### src/rtl/updown_limit_counter.sv
// Up/down counter with programmable inclusive limits, wrap or saturate at the
// boundary, synchronous load, one-cycle terminal pulse and sticky overflow flag.
module updown_limit_counter #(
    parameter int unsigned           WIDTH   = 4,
    parameter logic [WIDTH-1:0]      RST_VAL = '0
) (
    input  logic             clk,
    input  logic             rst,
    input  logic             Clk_EN,
    input  logic             enable,
    input  logic             load,
    input  logic             up_down,
    input  logic             sat_mode,
    input  logic             clr_ovf,
    input  logic [WIDTH-1:0] data_in,
    input  logic [WIDTH-1:0] lo_limit,
    input  logic [WIDTH-1:0] hi_limit,
    output logic [WIDTH-1:0] count_out,
    output logic             co,
    output logic             at_limit,
    output logic             ovf
);

    logic [WIDTH-1:0] eff_lo;
    logic [WIDTH-1:0] eff_hi;
    logic             at_hi;
    logic             at_lo;
    logic             step;
    logic             bnd_step;
    logic [WIDTH-1:0] count_nxt;

    // Crossed limits fall back to the full WIDTH-bit range.
    always_comb begin
        if (lo_limit > hi_limit) begin
            eff_lo = '0;
            eff_hi = '1;
        end else begin
            eff_lo = lo_limit;
            eff_hi = hi_limit;
        end
    end

    assign at_hi    = (count_out >= eff_hi);
    assign at_lo    = (count_out <= eff_lo);
    assign at_limit = up_down ? at_hi : at_lo;
    assign step     = enable & Clk_EN;
    assign bnd_step = ~load & step & at_limit;

    // +1 only below HI and -1 only above LO, so neither can roll over.
    always_comb begin
        count_nxt = count_out;
        if (up_down) begin
            if (!at_hi)
                count_nxt = count_out + 1'b1;
            else
                count_nxt = sat_mode ? eff_hi : eff_lo;
        end else begin
            if (!at_lo)
                count_nxt = count_out - 1'b1;
            else
                count_nxt = sat_mode ? eff_lo : eff_hi;
        end
    end

    always_ff @(posedge clk or posedge rst) begin
        if (rst) begin
            count_out <= RST_VAL;
            co        <= 1'b0;
            ovf       <= 1'b0;
        end else begin
            if (load)
                count_out <= data_in;
            else if (step)
                count_out <= count_nxt;
            co <= bnd_step;
            if (bnd_step)
                ovf <= 1'b1;
            else if (clr_ovf)
                ovf <= 1'b0;
        end
    end

endmodule

### config.mk
export PLATFORM = sky130hd
export DESIGN_NAME = updown_limit_counter
export DESIGN_NICKNAME = d
export VERILOG_FILES = /design/src/rtl/updown_limit_counter.sv
export SDC_FILE = /design/constraint.sdc
export NUM_CORES = 1
export LEC_CHECK = 0
export ABC_AREA = 1
export BUFFER_PORTS_ARGS = -buffer_cell sky130_fd_sc_hd__buf_2
export CAP_MARGIN = 10
export CORE_ASPECT_RATIO = 0.9
export CORE_MARGIN = 2
export CORE_UTILIZATION = 25
export CTS_BUF_LIST = sky130_fd_sc_hd__clkbuf_4 sky130_fd_sc_hd__clkbuf_8
export CTS_CLUSTER_DIAMETER = 80
export DETAILED_ROUTE_END_ITERATION = 7
export PLACE_DENSITY_LB_ADDON = 0.2
export SLEW_MARGIN = 20
export SYNTH_ARGS = -nofsm -noshare
export SYNTH_HDL_FRONTEND = slang
export SYNTH_SLANG_ARGS = --single-unit
### constraint.sdc
create_clock -name clk -period 4.9 [get_ports clk]
set_input_delay 0.735 -clock clk [delete_from_list [all_inputs] [get_ports clk]]
set_output_delay 0.735 -clock clk [all_outputs]
set_load 0.01 [all_outputs]
Word level (Yosys, flattened, before mapping)
Index checks and enable logic that the tools add are counted.

Register bits: 6. Bits of input ports: 20. Output and inout bits: 7. Logic and storage cells: 26.

$add $sub $neg: 2. Magnitude comparators: 3. Muxes and demuxes: 12. Bitwise gates (word level): 4. Reduce and logical (&&, ||, !) cells: 2.

Operators by type and width (count): 4-bit two-way mux (9); 4-bit by 1-bit adder with 4-bit output, second input constant (1); 4-bit >= comparator (1); 4-bit greater-than comparator (1); 4-bit <= comparator (1); 2-bit nonzero test (2); 4-bit by 1-bit subtractor with 4-bit output, second input constant (1); 1-bit AND (3); 1-bit two-way mux (3); 1-bit NOT (1).

Longest topological paths before layout
Gate-level depths: netlist of the first run.

Word-level depth: 7. Gate-level depth with buffers: 23. Gate-level depth less buffers: 22.

Worst setup path after synthesis of the first run
Ideal clock, no wire load.

Path kind: input to output. Start point: input hi_limit[3]. End point: output at_limit. Arrival: 2.316 ns. Data required time: 4.165 ns. Setup slack: 1.849 ns. Stages: 15. Path buffers: 1. Cell sequence: inv_1 -> ha_1 -> nand2_1 -> inv_2 -> nand2_1 -> nand2_1 -> nand2_2 -> buf_6 -> inv_1 -> nor2_1 -> ha_1 -> a21oi_1 -> nand3_2 -> nand2_1 -> nand2_1.

Word-level cells in the longest chain between the ends: 4. Elaborated cells on any way between the ends: 6. Those cells by class: order compare (3); mux (3).

RTL lines: start, declared (RTL line 17) `input logic [WIDTH-1:0] hi_limit,`; 4-bit greater-than comparator (RTL line 34) `if (lo_limit > hi_limit) begin`; 4-bit two-way mux (RTL line 34); 4-bit <= comparator or 4-bit >= comparator (tied branches) (RTL line 44, 43); 1-bit two-way mux * (RTL line 45) `assign at_limit = up_down ? at_hi : at_lo;`; end, declared (RTL line 20) `output logic at_limit,`.

Mark *: on every way between the ends. The rest lies on a longest branch, timed or not.

Final worst setup path of the first run
Same ends and word-level chain as after synthesis.

==> run summary, run 1 <==
setup TNS = 0 ps
total wire length = 2480 µm
Ant. Diodes = 0
Pwr Total = 289 µW
CTS tree = done
core area = 0.00370 mm²
Post-CTS Setup Bufs = 0
max-cap check violation count = 0
vias per std cell = 4.31
category of the most critical setup path = primary input to output port
initial DRC count = 27
die width = 69.4 µm
clk slew on worst S/H paths = 40 ps
routed vias = 1000
Distinct cells, synth = 21
final setup margin = 1390 ps
Post-DRT Antenna Nets = 0
detailed-placement wirelength estimate = 2030 µm
number of cells on the worst reg-to-reg path = 10
Arr. time, crit path = 2780 ps
Fin Hold WS = 418 ps
pin count of the biggest net entering global routing = 15
asr flop ratio synth = 100%
worst vdd ir = 60.2 µV
synth top area cells = nand2_1, ha_1, dfrtp_1
Ports = 27
worst hold path class = primary input to async pin
Max FO, Critical Path = 14
Yosys warnings = 0
H-tree depth reported by CTS = 1
Buffers on Ports = 26
Slew Viols, Final = 0
Post-CTS Hold Buffers = 0
EDFF count, synth = 0
worst rel slew slack = 74.9%
CTS Sinks = 6
post-synth top area share = 18.4%
Clock Tree Buf Depth = 2
gr usage total = 11.5%
DRC = 0
syn nets = 193
initial antenna violation count = 0
number of global-route vias before repair = 920
Initial Utilization = 25.9%
Synth Cell Area = 961 µm²
drt pass-1 iters = 4
Post-Syn Instances = 159
RSZ-0062 raised after global routing = no
grt met2 use = 20.3%
register area share after synthesis = 15.6%
met1 GRT Util = 14.4%
Post-CTS Resized = 0
# rows = 21
Avg Synthesized Cell Area = 6.04 µm²
die footprint = 0.00436 mm²
Final #Nets = 222
status = finished, final reports clean
Peak Freq = 0.285 GHz
first-pass GRT wire length = 4070 µm
CP endpoint kind = output port
Synth area leader = nand2_1
ys flop type = dfrtp_1
Seq cells post-synth = 6
Period minus WS final = 3510 ps
Worst EP required = 4160 ps
PD cells = 247 mW/mm²
share of layout cells above drive strength 1 = 19.9%
endpoints failing setup = 0
CP startpoint kind = primary input
Setup Skew = 4.79 ps
Die Ht = 62.8 µm
clk root buf = clkbuf_8
wire per inst = 10.7 µm
Worst Max-Slew Pin Slew = 375 ps
grt peak-use layer = met2
met3 Usage GRT = 1.45%
routability cong. = 0.824
gr ovfl total = 0
leak pwr = 0.000725 µW
Hold Fails Final Rpt = 0
pre-CTS setup slack = 1350 ps
period utilization = 71.7%
worst-skew pair later-pin latency = 230 ps
Synth-to-Final Area Change = 21.9%
CTS Buf Count = 3
[where the power goes]
group	switching, µW	internal, µW	total, µW
clock network	21.8	52.8	74.6
registers	11.5	55.3	66.8
logic	90.7	57.3	148
total	124	165	289
[metrics by stage]
step / cells / area, µm² / utilization, %
global route: 232 / 1170 / 31.6
finish: 232 / 1170 / 31.6
detailed placement: 229 / 1130 / 30.5
floorplan: 159 / 961 / -
global placement: 229 / 1130 / 30.5
CTS: 232 / 1170 / 31.6
[area by class of cell]
| cell class | instances | area, µm² |
|---|---|---|
| fillers | 437 | 2530 |
| multi-input cells | 117 | 664 |
| flip-flops and latches | 6 | 150 |
| repair buffers | 26 | 130 |
| inverters | 34 | 128 |
| well taps | 46 | 57.6 |
| clock buffers | 3 | 41.3 |
[kinds of logic after synthesis]
kind of cell / Yosys count / synth area share, %
AOI/OAI and AO/OA: 15 / 8.46
xor gates and xnor gates: 4 / 3.65
adders and majority gates: 14 / 18.2
buffers and inverters: 36 / 15.2
DFF: 6 / 15.6
and+or+nand+nor: 84 / 38.8
[Yosys cell counts, types with 3 or more instances]
master and count:
nand3_1 20, inv_1 33, dfrtp_1 6, nand2_1 47, nor2_1 8, nand3_2 3, a21oi_1 5, ha_1 14
o21ai_0 7, xor2_1 3, nand2_2 3
[registers in the layout, indices dropped and copies added (netlist names)]
name       flops
co             1
count_out      4
ovf            1
[per-layer routing]
layer  vias to the layer above  share of wire, %
li1                        552                 -
met1                       435                50
met2                        11                48
met3                         2               2.0
met4                         0              0.85
met5                         -                 0
[placed cells by master (no fill, tap or decap)]
cell type | synthesis | layout
xor2_1 | 3 | 3
inv_2 | 1 | 1
ha_1 | 14 | 14
o211ai_1 | 1 | 1
nand3_2 | 3 | 3
o21ai_1 | 1 | 1
nand2_1 | 47 | 47
inv_1 | 33 | 33
o21ai_2 | 1 | 1
nor2_1 | 8 | 8
a21oi_1 | 5 | 5
nor3_1 | 1 | 1
clkbuf_8 | 0 | 3
buf_2 | 0 | 26
or2_0 | 1 | 1
dfrtp_1 | 6 | 6
xnor2_1 | 1 | 1
nand4_1 | 1 | 1
o21ai_0 | 7 | 7
nand3_1 | 20 | 20
nand2_2 | 3 | 3
[final timing paths]
check                        startpoint  slack (ps)            to
max reg2reg                count_out[2]        3070  count_out[1]
min                                 rst         420            co
min in group clk                    ovf         520           ovf
max in group asynchronous           rst        4280  count_out[2]
max                         hi_limit[3]        1390      at_limit
min reg2reg                         ovf         520           ovf
[critical path, cell delays in order]
cell	delay, ps
buf_2	110
inv_1	90
ha_1	250
a21oi_1	150
nand2_1	80
nand2_2	200
nand2_1	150
ha_1	340
nand2_1	60
o21ai_1	190
nand2_2	140
nand2_1	80
nand2_1	70
buf_2	140
No activity file was read; power rests on OpenSTA's default activity.
==> run 2, diff against run 1 <==
==> constraint.sdc (replaced) <==
create_clock -name clk -period 3.1 [get_ports clk]
set_input_delay 0.465 -clock clk [delete_from_list [all_inputs] [get_ports clk]]
set_output_delay 0.465 -clock clk [all_outputs]
set_load 0.01 [all_outputs]
==> run 2 against run 1 <==
Effect of this change: non-clock buffer count rose by 1; register-to-register slack worse by 1800 ps; worst hold slack got worse by 270 ps; largest power group unchanged.
==> run summary, run 2 (same netlist as run 1, synthesis figures left out) <==
H-tree depth reported by CTS = 1 (unchanged)
clk root buf = clkbuf_8
Most common cell on crit path = nand2_1
initial DRC count = 29 (+7.4%)
CTS Buf Count = 3 (unchanged)
die width = 69.4 µm (unchanged)
routability cong. = 0.811 (-1.7%)
number of global-route vias before repair = 984 (+7.0%)
Worst Max-Slew Pin Slew = 388 ps (+13.0 ps)
Largest regs = count_out: 4 flops, co: 1 flops, ovf: 1 flops
end point of the critical path = at_limit
Fin Hold WS = 149 ps (-269 ps)
gr usage total = 12.1% (+0.57 points)
CP startpoint kind = primary input
flop-to-flop setup slack = 1260 ps (-1810 ps)
worst vdd ir = 123 µV (+100%)
CP endpoint kind = output port
Hold Fails Final Rpt = 0 (unchanged)
CP startpoint = hi_limit[3]
worst r2r src = count_out[2]
multi-input combinational cell area = 669 µm² (+0.75%)
routed vias = 1016 (+1.6%)
Period minus WS final = 2870 ps
Setup Skew = 3.44 ps (-1.36 ps)
crit path max-delay cell type = ha_1
CTS Sinks = 6 (unchanged)
delay-heaviest family, CP = simple AND/OR/NAND/NOR gates
# rows = 21 (unchanged)
Peak Freq = 0.348 GHz
initial antenna violation count = 0 (unchanged)
Arr. time, crit path = 2410 ps (-370 ps)
PD cells = 392 mW/mm² (+59%)
Initial Utilization = 25.9% (unchanged)
pin count of the biggest net entering global routing = 15 (unchanged)
Post-DRT Antenna Nets = 0 (unchanged)
Die Ht = 62.8 µm (unchanged)
Buffers on Ports = 26 (unchanged)
wire per inst = 11.1 µm (+3.5%)
detailed-placement wirelength estimate = 2130 µm (+4.8%)
clk slew on worst S/H paths = 40 ps (about the same)
worst rel slew slack = 74.0% (-0.87 points)
Clock Tree Buf Depth = 2 (unchanged)
Max FO, Critical Path = 14 (unchanged)
crit-path max cell delay = 330 ps (about the same)
Worst EP required = 2630 ps (-1530 ps)
Post-CTS Hold Buffers = 0 (unchanged)
period utilization = 92.7%
category of the most critical setup path = primary input to output port
r2r endpoint = count_out[1]
final setup margin = 226 ps (-1160 ps)
crit path cell chain = buf_2 > inv_1 > ha_1 > a21oi_1 > nand2_1 > nand2_4 > nand2_1 > ha_1 > nand2_1 > o21ai_1 > nand2_2 > nand2_1 > nand2_1 > buf_2
Pwr Total = 464 µW (+60%)
leak pwr = 0.000732 µW (+0.87%)
worst hold path class = primary input to async pin
placed insts = 230 (+0.44%)
CTS tree = done
gr ovfl total = 0 (unchanged)
worst-skew pair later-pin latency = 220 ps (about the same)
pre-CTS setup slack = 165 ps (-1180 ps)
Final #Nets = 223 (+0.45%)
DRC = 0 (unchanged)
CP bufs+invs = 3 (unchanged)
most frequent cells in the layout = nand2_1, inv_1, buf_2
WP depth = 14 (unchanged)
Ports = 27 (unchanged)
total wire length = 2580 µm (+4.0%)
endpoints failing setup = 0 (unchanged)
die footprint = 0.00436 mm² (unchanged)
status = finished, final reports clean
most common cell after layout, fill and taps aside = nand2_1
Ant. Diodes = 0 (unchanged)
core area = 0.00370 mm² (unchanged)
number of flip-flops in the largest register = 4 (unchanged)
Slew Viols, Final = 0 (unchanged)
first-pass GRT wire length = 4370 µm (+7.3%)
drt pass-1 iters = 4 (unchanged)
vias per std cell = 4.36 (+1.2%)
Synth-to-Final Area Change = 23.2%
final cell count without fillers = 233 (+0.43%)
flip-flop and latch area = 150 µm² (unchanged)
max-cap check violation count = 0 (unchanged)
Fillers = 448 (+2.5%)
Top reg by flops = count_out
share of layout cells above drive strength 1 = 20.3% (+0.43 points)
number of cells on the worst reg-to-reg path = 10 (unchanged)
[run 2: changes by cell type in the layout (fill, tap and decap cells not counted), sizes merged]
cell	previous run	this run
buf	26	27
[run 2: report_power, final]
part | internal (µW) | switching [µW] | leakage [µW]
clock network | 83.2 | 30.8 | 0.0000216
registers | 87.5 | 19.1 | 0.0000759
logic | 97.2 | 146 | 0.000634
total | 268 | 196 | 0.000732
[run 2: timing repair]
action / CTS / global route
setup buffers: 0 / 0
gates resized for setup: 0 / 1
endpoints found under the setup margin: 0 / 1
[run 2: routing by layer]
layer,share of wire [%],GRT usage [%],up-vias
met4,0.58,2.94,0
li1,-,-,556
met3,0.58,2.26,2
met5,0,0,-
met2,46,20.6,7
met1,53,15.7,451
[run 2: cell type report]
type | instances | share of cell area [%]
multi-input combinational | 117 | 56.6
sequential | 6 | 12.7
timing repair buffer | 27 | 11.6
inverter | 34 | 10.8
tap | 46 | 4.86
clock buffer | 3 | 3.49
[run 2: worst register-to-register path: stages, from the launching register on]
cell	delay, ps
dfrtp_1	510
ha_1	380
nand2_1	50
o21ai_1	190
nand2_2	80
buf_4	160
o21ai_0	140
inv_1	50
nand2_1	60
nand3_1	70
nand2_1	80
[run 2: metrics by stage]
stage / instance area, µm² / util [%] / TNS (ps)
floorplan: 961 / - / 0
global placement: 1140 / 30.7 / 0
detailed placement: 1140 / 30.7 / 0
CTS: 1180 / 31.8 / 0
global route: 1180 / 31.9 / -21.0
finish: 1180 / 31.9 / 0
[run 2: worst min-delay path by stage]
| stage | end | slack, ps | from | cells past startpoint |
|---|---|---|---|---|
| global placement | count_out[2] | 390 | rst | 2 |
| finish | co | 150 | rst | 2 |
| detailed placement | count_out[2] | 390 | rst | 2 |
| global route | ovf | 160 | rst | 2 |
| floorplan | co | 260 | rst | 1 |
| CTS | ovf | 150 | rst | 2 |
